`src/rtl/systolic_skew_feeder.sv`:
```
// systolic_skew_feeder
// Upstream stage of the 8x8 hPE tile. Takes one K-slice per beat (A column
// and B row) and re-times it into the diagonal wavefront the tile expects.
// Row lane i and column lane j see i and j extra steps of delay, and the
// lanes read zero wherever no beat is present. The block also drives the
// tile enable, pulses an accumulator clear at job start, and flushes the
// array with 2N-1 zero steps after the last beat.
//
// state  | meaning
// -------+-------------------------------------------------------------
// IDLE   | waiting for start with a non-zero k_len
// LOAD   | clear pulse cycle, then accepting beats until k_len are taken
// FLUSH  | injecting zero steps to drain the wavefront out of the tile

module systolic_skew_feeder #(
  parameter int N  = 8,
  parameter int DW = 16,
  parameter int KW = 8
) (
  input  logic            CLK,
  input  logic            RST,
  input  logic            start,
  input  logic [KW-1:0]   k_len,
  input  logic            in_valid,
  output logic            in_ready,
  input  logic [N*DW-1:0] a_col,
  input  logic [N*DW-1:0] b_row,
  output logic [N*DW-1:0] row_out,
  output logic [N*DW-1:0] col_out,
  output logic            pe_en,
  output logic            pe_clr,
  output logic            busy,
  output logic            done
);

  typedef enum logic [1:0] {
    S_IDLE  = 2'd0,
    S_LOAD  = 2'd1,
    S_FLUSH = 2'd2
  } state_t;

  localparam int FLUSH_STEPS = 2 * N - 1;
  localparam int FW          = $clog2(FLUSH_STEPS + 1);
  localparam logic [FW-1:0] FLUSH_LAST = FW'(FLUSH_STEPS - 1);

  state_t state_q;
  state_t state_d;

  logic [KW-1:0] k_len_q;
  logic [KW-1:0] beat_cnt_q;
  logic [FW-1:0] flush_cnt_q;

  logic start_ok;
  logic accept;
  logic step;
  logic inject_zero;
  logic last_beat;
  logic last_flush;
  logic last_step_q;

  // State register
  always_ff @(posedge CLK) begin
    if (RST) begin
      state_q <= S_IDLE;
    end else begin
      state_q <= state_d;
    end
  end

  // Next-state decode
  always_comb begin
    state_d = state_q;
    case (state_q)
      S_IDLE: begin
        if (start_ok) begin
          state_d = S_LOAD;
        end
      end
      S_LOAD: begin
        if (last_beat) begin
          state_d = S_FLUSH;
        end
      end
      S_FLUSH: begin
        if (last_flush) begin
          state_d = S_IDLE;
        end
      end
      default: state_d = S_IDLE;
    endcase
  end

  // Output / handshake decode; the clear cycle is never ready so no beat
  // can land on top of the accumulator clear
  always_comb begin
    start_ok    = 1'b0;
    in_ready    = 1'b0;
    inject_zero = 1'b0;
    busy        = (state_q != S_IDLE);
    case (state_q)
      S_IDLE:  start_ok    = start && (k_len != '0);
      S_LOAD:  in_ready    = !pe_clr;
      S_FLUSH: inject_zero = 1'b1;
      default: ;
    endcase
    accept     = in_valid && in_ready;
    step       = accept || inject_zero;
    last_beat  = accept && (beat_cnt_q == k_len_q - KW'(1));
    last_flush = inject_zero && (flush_cnt_q == FLUSH_LAST);
  end

  // Job length latch plus beat and flush counters
  always_ff @(posedge CLK) begin
    if (RST) begin
      k_len_q     <= '0;
      beat_cnt_q  <= '0;
      flush_cnt_q <= '0;
    end else begin
      if (start_ok) begin
        k_len_q    <= k_len;
        beat_cnt_q <= '0;
      end else if (accept) begin
        beat_cnt_q <= beat_cnt_q + KW'(1);
      end
      if (last_beat) begin
        flush_cnt_q <= '0;
      end else if (inject_zero) begin
        flush_cnt_q <= flush_cnt_q + FW'(1);
      end
    end
  end

  // Tile control pulses: clear lands in the first LOAD cycle, enable mirrors
  // the step that just moved the outputs, done follows the final enable
  always_ff @(posedge CLK) begin
    if (RST) begin
      pe_clr      <= 1'b0;
      pe_en       <= 1'b0;
      last_step_q <= 1'b0;
      done        <= 1'b0;
    end else begin
      pe_clr      <= start_ok;
      pe_en       <= step;
      last_step_q <= last_flush;
      done        <= last_step_q;
    end
  end

  // Per-lane skew chains; lane g is g+1 registers deep and its last stage
  // drives the tile edge directly
  for (genvar g = 0; g < N; g++) begin : g_lane
    logic [DW-1:0] a_chain [0:g];
    logic [DW-1:0] b_chain [0:g];
    logic [DW-1:0] a_in;
    logic [DW-1:0] b_in;

    assign a_in = inject_zero ? '0 : a_col[g*DW +: DW];
    assign b_in = inject_zero ? '0 : b_row[g*DW +: DW];

    // Shift one position per step, hold on bubbles
    always_ff @(posedge CLK) begin
      if (RST) begin
        for (int d = 0; d <= g; d++) begin
          a_chain[d] <= '0;
          b_chain[d] <= '0;
        end
      end else if (step) begin
        a_chain[0] <= a_in;
        b_chain[0] <= b_in;
        for (int d = 1; d <= g; d++) begin
          a_chain[d] <= a_chain[d-1];
          b_chain[d] <= b_chain[d-1];
        end
      end
    end

    assign row_out[g*DW +: DW] = a_chain[g];
    assign col_out[g*DW +: DW] = b_chain[g];
  end

endmodule

```
`config.mk`:
```
export PLATFORM = sky130hd
export DESIGN_NAME = systolic_skew_feeder
export DESIGN_NICKNAME = d
export VERILOG_FILES = /design/src/rtl/systolic_skew_feeder.sv
export SDC_FILE = /design/constraint.sdc
export NUM_CORES = 1
export LEC_CHECK = 0
export BUFFER_PORTS_ARGS = -buffer_cell sky130_fd_sc_hd__buf_2
export CAP_MARGIN = 20
export CORE_ASPECT_RATIO = 1.1
export CORE_MARGIN = 3
export CORE_UTILIZATION = 65
export CTS_BUF_LIST = sky130_fd_sc_hd__clkbuf_8
export DETAILED_ROUTE_END_ITERATION = 12
export PLACE_DENSITY = 0.95
export RECOVER_POWER = 50
export SLEW_MARGIN = 5
export SYNTH_ARGS = -nofsm -noshare
export SYNTH_HDL_FRONTEND = slang
export SYNTH_SLANG_ARGS = --single-unit
```
`constraint.sdc`:
```
create_clock -name CLK -period 51.9 [get_ports CLK]
set_clock_uncertainty 0.1 [all_clocks]
set_input_delay 10.38 -clock CLK [delete_from_list [all_inputs] [get_ports CLK]]
set_output_delay 10.38 -clock CLK [all_outputs]
set_load 0.005 [all_outputs]
```
# --- Word level (Yosys, flattened, before mapping) ---
# Memory sizes are Yosys's and may differ from the RTL's.
# Index checks and enable logic that the tools add are counted.
word_totals:
  register_bits: 26
  ram_bits: 1152
  input_bits: 268
  wordCells: 220
  memories: 16
op_classes:
  addsub: 3
  eq_ne: 7
  muxes: 102
  bitwise_logic: 70
  reduce_logical: 14
mem_list:
  columns: ["memory", "words", "width", "rd", "rd_clocked_by_memory_dff", "wr", "line", "rtl"]
  rows:
  - ["g_lane[7].a_chain", 8, 16, 8, 0, 8, "152", "logic [DW-1:0] a_chain [0:g];"]
  - ["g_lane[7].b_chain", 8, 16, 8, 0, 8, "153", "logic [DW-1:0] b_chain [0:g];"]
  - ["g_lane[6].a_chain", 7, 16, 7, 0, 7, "152", null]
  - ["g_lane[6].b_chain", 7, 16, 7, 0, 7, "153", null]
  - ["g_lane[5].a_chain", 6, 16, 6, 0, 6, "152", null]
  - ["g_lane[5].b_chain", 6, 16, 6, 0, 6, "153", null]
  - ["+10 memories", null, null, null, null, null, null, null]
op_table:
  columns: ["op", "n"]
  rows:
  - ["$mux 16", 88]
  - ["$or 1x1->1", 70]
  - ["$reduce_or 16->1", 2]
  - ["$mux 1", 10]
  - ["$add 8x1->8 const B", 1]
  - ["$eq 8x8->1", 1]
  - ["$reduce_bool 8->1", 1]
  - ["$sub 8x1->8 const B", 1]
  - ["$mux 2", 3]
  - ["$ne 2x2->1 const B", 3]
  - ["$pmux 2 s3", 1]
  - ["$add 4x1->4 const B", 1]
  - ["$eq 4x4->1 const B", 1]
  - ["$logic_and 1x1->1", 4]
  - ["$reduce_or 2->1", 2]
  - ["$reduce_and 3->1", 1]
  - ["$eq 2x1->1 const B", 1]
  - ["$eq 2x2->1 const B", 1]
  - ["$logic_not 2->1", 1]
  - ["$reduce_bool 2->1", 1]
  - ["$logic_not 1->1", 1]
  - ["$logic_or 1x1->1", 1]

# --- Longest topological paths before layout ---
depth:
  ltp_word: 9
  depth_mapped: 7
  depth_no_buf: 7

# --- Worst setup path after synthesis ---
# Ideal clock, no wire load.
synth_timing:
  path_type: "in2reg"
  start: "in RST"
  end: "mem g_lane[0].a_chain[0][0] (enable)"
  arrival_ps: 35369
  slack_ps: 14829
  path_stages: 3
  n_path_buf: 2
  path_cell_list: "buf_2 > clkbuf_1 > or3_1"
synth_between:
  elab_chain_len: 4
  word_cells_on_any_way: 6
synth_lines:
  columns: ["element", "line", "rtl"]
  rows:
  - ["start, declared", "21", "input logic RST,"]
  - ["$mux 1", "162", "if (RST) begin"]
  - ["$mux 1 (not written as such)", "168", "a_chain[0] <= a_in;"]
  - ["$reduce_or 16->1 (no source line)", null, null]
  - ["$mux 1 (no source line) (*)", null, null]
  - ["end, declared", "152", null]
# Mark *: on every way between the ends. The rest lies on a longest branch, timed or not.

==> impl_metrics.yaml <==
placement:
  dpl_cell_area_um2: 47010
  gp_congestion: 0.8025
  dp.cells: 3895
  detailed_place_hpwl_um: 49110
  numPortBuffers: 528
pwr:
  p_int_mw: 1.479
  p_leak_nw: 18.83
  p_per_area_nw_per_um2: 37.63
  seqPwrFrac: 0.600
  switching_share: 0.2127
  worst_ir_drop_vdd_mv: 0.02350
  p_sw_uw: 399.8
  clockPowerShare: 0.359
  combPwrFrac: 0.041
clocking:
  cts_tree: "done"
  clk_pin_slew_ns: 0.06
  post_cts_resized: 0
  clk_latency_ns: 0.77
  cts_sinks: 1178
  cts_hold_buf: 0
  cts_made_buffers: 173
  cts_setup_buffers: 0
  clock_path_buffers: 3
  clockRootBuffer: "clkbuf_8"
  cts_max_level: 4
sta:
  finalCritPeriodShare: 0.4118
  hold_viol: 0
  grt_setup_unrepaired: "false"
  worstMarginPinSlew_ns: 9.572
  finalSetupTns_ns: 0
  setup_violations: 0
  max_slew_margin: -5.381
  fin_hold_ws_ns: 0.3719
  drv_slew: 1154
  max_freq_mhz: 46.79
  period_needed_ns: 21.37
setup_path:
  cp_slowest_stage_delay_ns: 6.73
  required_ns: 52.18
  cp_common_cell: "clkbuf_1"
  crit_path_end_kind: "register"
  cp-start-kind: "primary input"
  crit_path_top_delay_cell: "clkbuf_1"
  crit_chain: "clkbuf_1 -> or3_1 -> clkbuf_1 -> buf_12 -> buf_4"
  arrival_ns: 21.66
  worst-setup-path-type: "in -> reg"
  path_max_fanout: 224
global_routing:
  grt_overflow: 0
  grt_pass1_vias: 21612
  antenna_found_initial: 18
  grt_max_degree: 225
  global_route.usage.total: 0.2172
  grt_pass1_wl_um: 118700
logic_synthesis:
  synth_warnings: 0
  ys_seq_elements: 1178
  synthFlopType: "edfxtp_1"
  avgSynthCellArea_um2: 16.50
  synth_cell_types: 37
  synthTopCellsByCount: "edfxtp_1, and2_1, buf_4"
  synthTopCellsByArea: "edfxtp_1, and2_1, buf_4"
  async_flop_share: 0
  synthesis.nets: 2994
  synth_top_area_frac: 0.7704
  yosysMostFrequentCell: "edfxtp_1"
  synth_edf_count: 1152
  netlist_area_um2: 44900
  yosys.area.top_type: "edfxtp_1"
  synth-seq-area-share: 0.7820
  synth_cells: 2722
outcome:
  violations: "max-capacitance violations, max-slew violations"
  outcome: "finished, violations left"
cells_and_area:
  nFillCells: 3896
  nets: 3429
  area_growth_pct: 11.22
  stdcell_count: 4227
  fin_area_um2: 49940
  drive_above_1_share: 0.1617
routing:
  drcViolationCount: 0
  wl_per_cell_um: 18.75
  wirelength_um: 79250
  vias_per_cell: 5.065
  drt_iter0_markers: 1559
  drtPass1Iterations: 5
  drtAntennaViolNets: 0
  vias: 21409
die:
  rows: 100
  initial_utilization: 0.6597
  io_pins: 529
  die_x_um: 256.6
  fp.coreArea_um2: 68070
  fp.dieArea_um2: 72270
  fp.dieH_um: 281.7
worst_hold_path:
  worstHoldPathType: "reg -> reg"
flow_run:
  drv_cap: 10
cell usage in the layout, fill, tap and decap left out, types with 4 or more instances in the layout:
master     netlist  routed
edfxtp_1      1152    1152
and2_1        1056     556
and2_0           0     500
buf_2           12     310
clkbuf_1        14     227
clkbuf_8         0     176
nor2b_1         98      98
inv_1            4      60
clkinv_1         0      46
dfxtp_1         26      26
diode_2          0      18
nor2_1          17      18
clkinv_2         0      13
xnor2_1         10      10
xor2_1          10      10
buf_4          161      10
a22o_1           8       8
nand2_1          6       6
nand4_1          6       6
bufinv_16        0       5
nor3_1           3       4
ha_1             4       4
inv_8            0       4
inv_6            0       4
cell type report:
cell class                 instances  area [µm²]  share of cell area
antenna                           18       45.04           0.0009019
clock buffer                     176        2422             0.04850
clock inverter                   133       742.0             0.01486
inverter                           4       15.01           0.0003006
multi-input combinational       1249        7880              0.1578
sequential                      1178       35110              0.7031
tap                              918        1149             0.02300
timing repair buffer             551        2574             0.05154
worst paths after layout:
kind                                  start  slack, ns  cells past startpoint                        to
worst min register to register  last_step_q       0.37                      1                      done
worst max-delay path                    RST      30.53                      5  g_lane[7].a_chain[0][13]
worst min-delay path            last_step_q       0.37                      1                      done
worst max register to register       pe_clr      39.98                      5  g_lane[7].a_chain[0][13]
metal layers:
layer	GRT usage	share of wire
met5	0	0.00023
met1	0.2614	0.37
met3	0.05596	0.064
met2	0.3639	0.51
met4	0.1199	0.052
state kept, by name, indices dropped and copies added, names as in the netlist:
name	count
beat_cnt_q	8
last_step_q	1
k_len_q	8
g_lane.a_chain	576
state_q	2
pe_en	1
g_lane.b_chain	576
flush_cnt_q	4
done	1
pe_clr	1
power groups by stage:
stage	clock network, mW	registers, mW	logic, mW
after global routing	0.736	1.13	0.0840
after floorplan	0	1.20	0.0511
final	0.675	1.13	0.0764
after CTS	0.693	1.12	0.0795
after detailed placement	0	1.14	0.0785
after global placement	0	1.14	0.0759
critical path: cells and delay by family:
| kind | cells | cell delay [ns] |
|---|---|---|
| buffers and inverters | 4 | 8.89 |
| and+or+nand+nor | 1 | 1.91 |
logic make-up after synthesis:
family	after synthesis	synth area share
compound gates	18	0.003177
xor+xnor	20	0.003901
fa+ha+maj	4	0.001115
flops	1178	0.7820
mux	1	0.0002229
simple gates	1206	0.1677
buf+inv	295	0.04191
through the flow:
stage / power [mW] / setup WS [ns] / util
6_report: 1.879 / 30.53 / 0.7337
2_1_floorplan: 1.249 / 14.83 / -
5_1_grt: 1.953 / 29.54 / 0.7336
3_5_place_dp: 1.219 / 36.87 / 0.6906
3_3_place_gp: 1.213 / 36.96 / 0.6906
4_1_cts: 1.895 / 37.77 / 0.7371
Power figures use the tool's default switching activity.
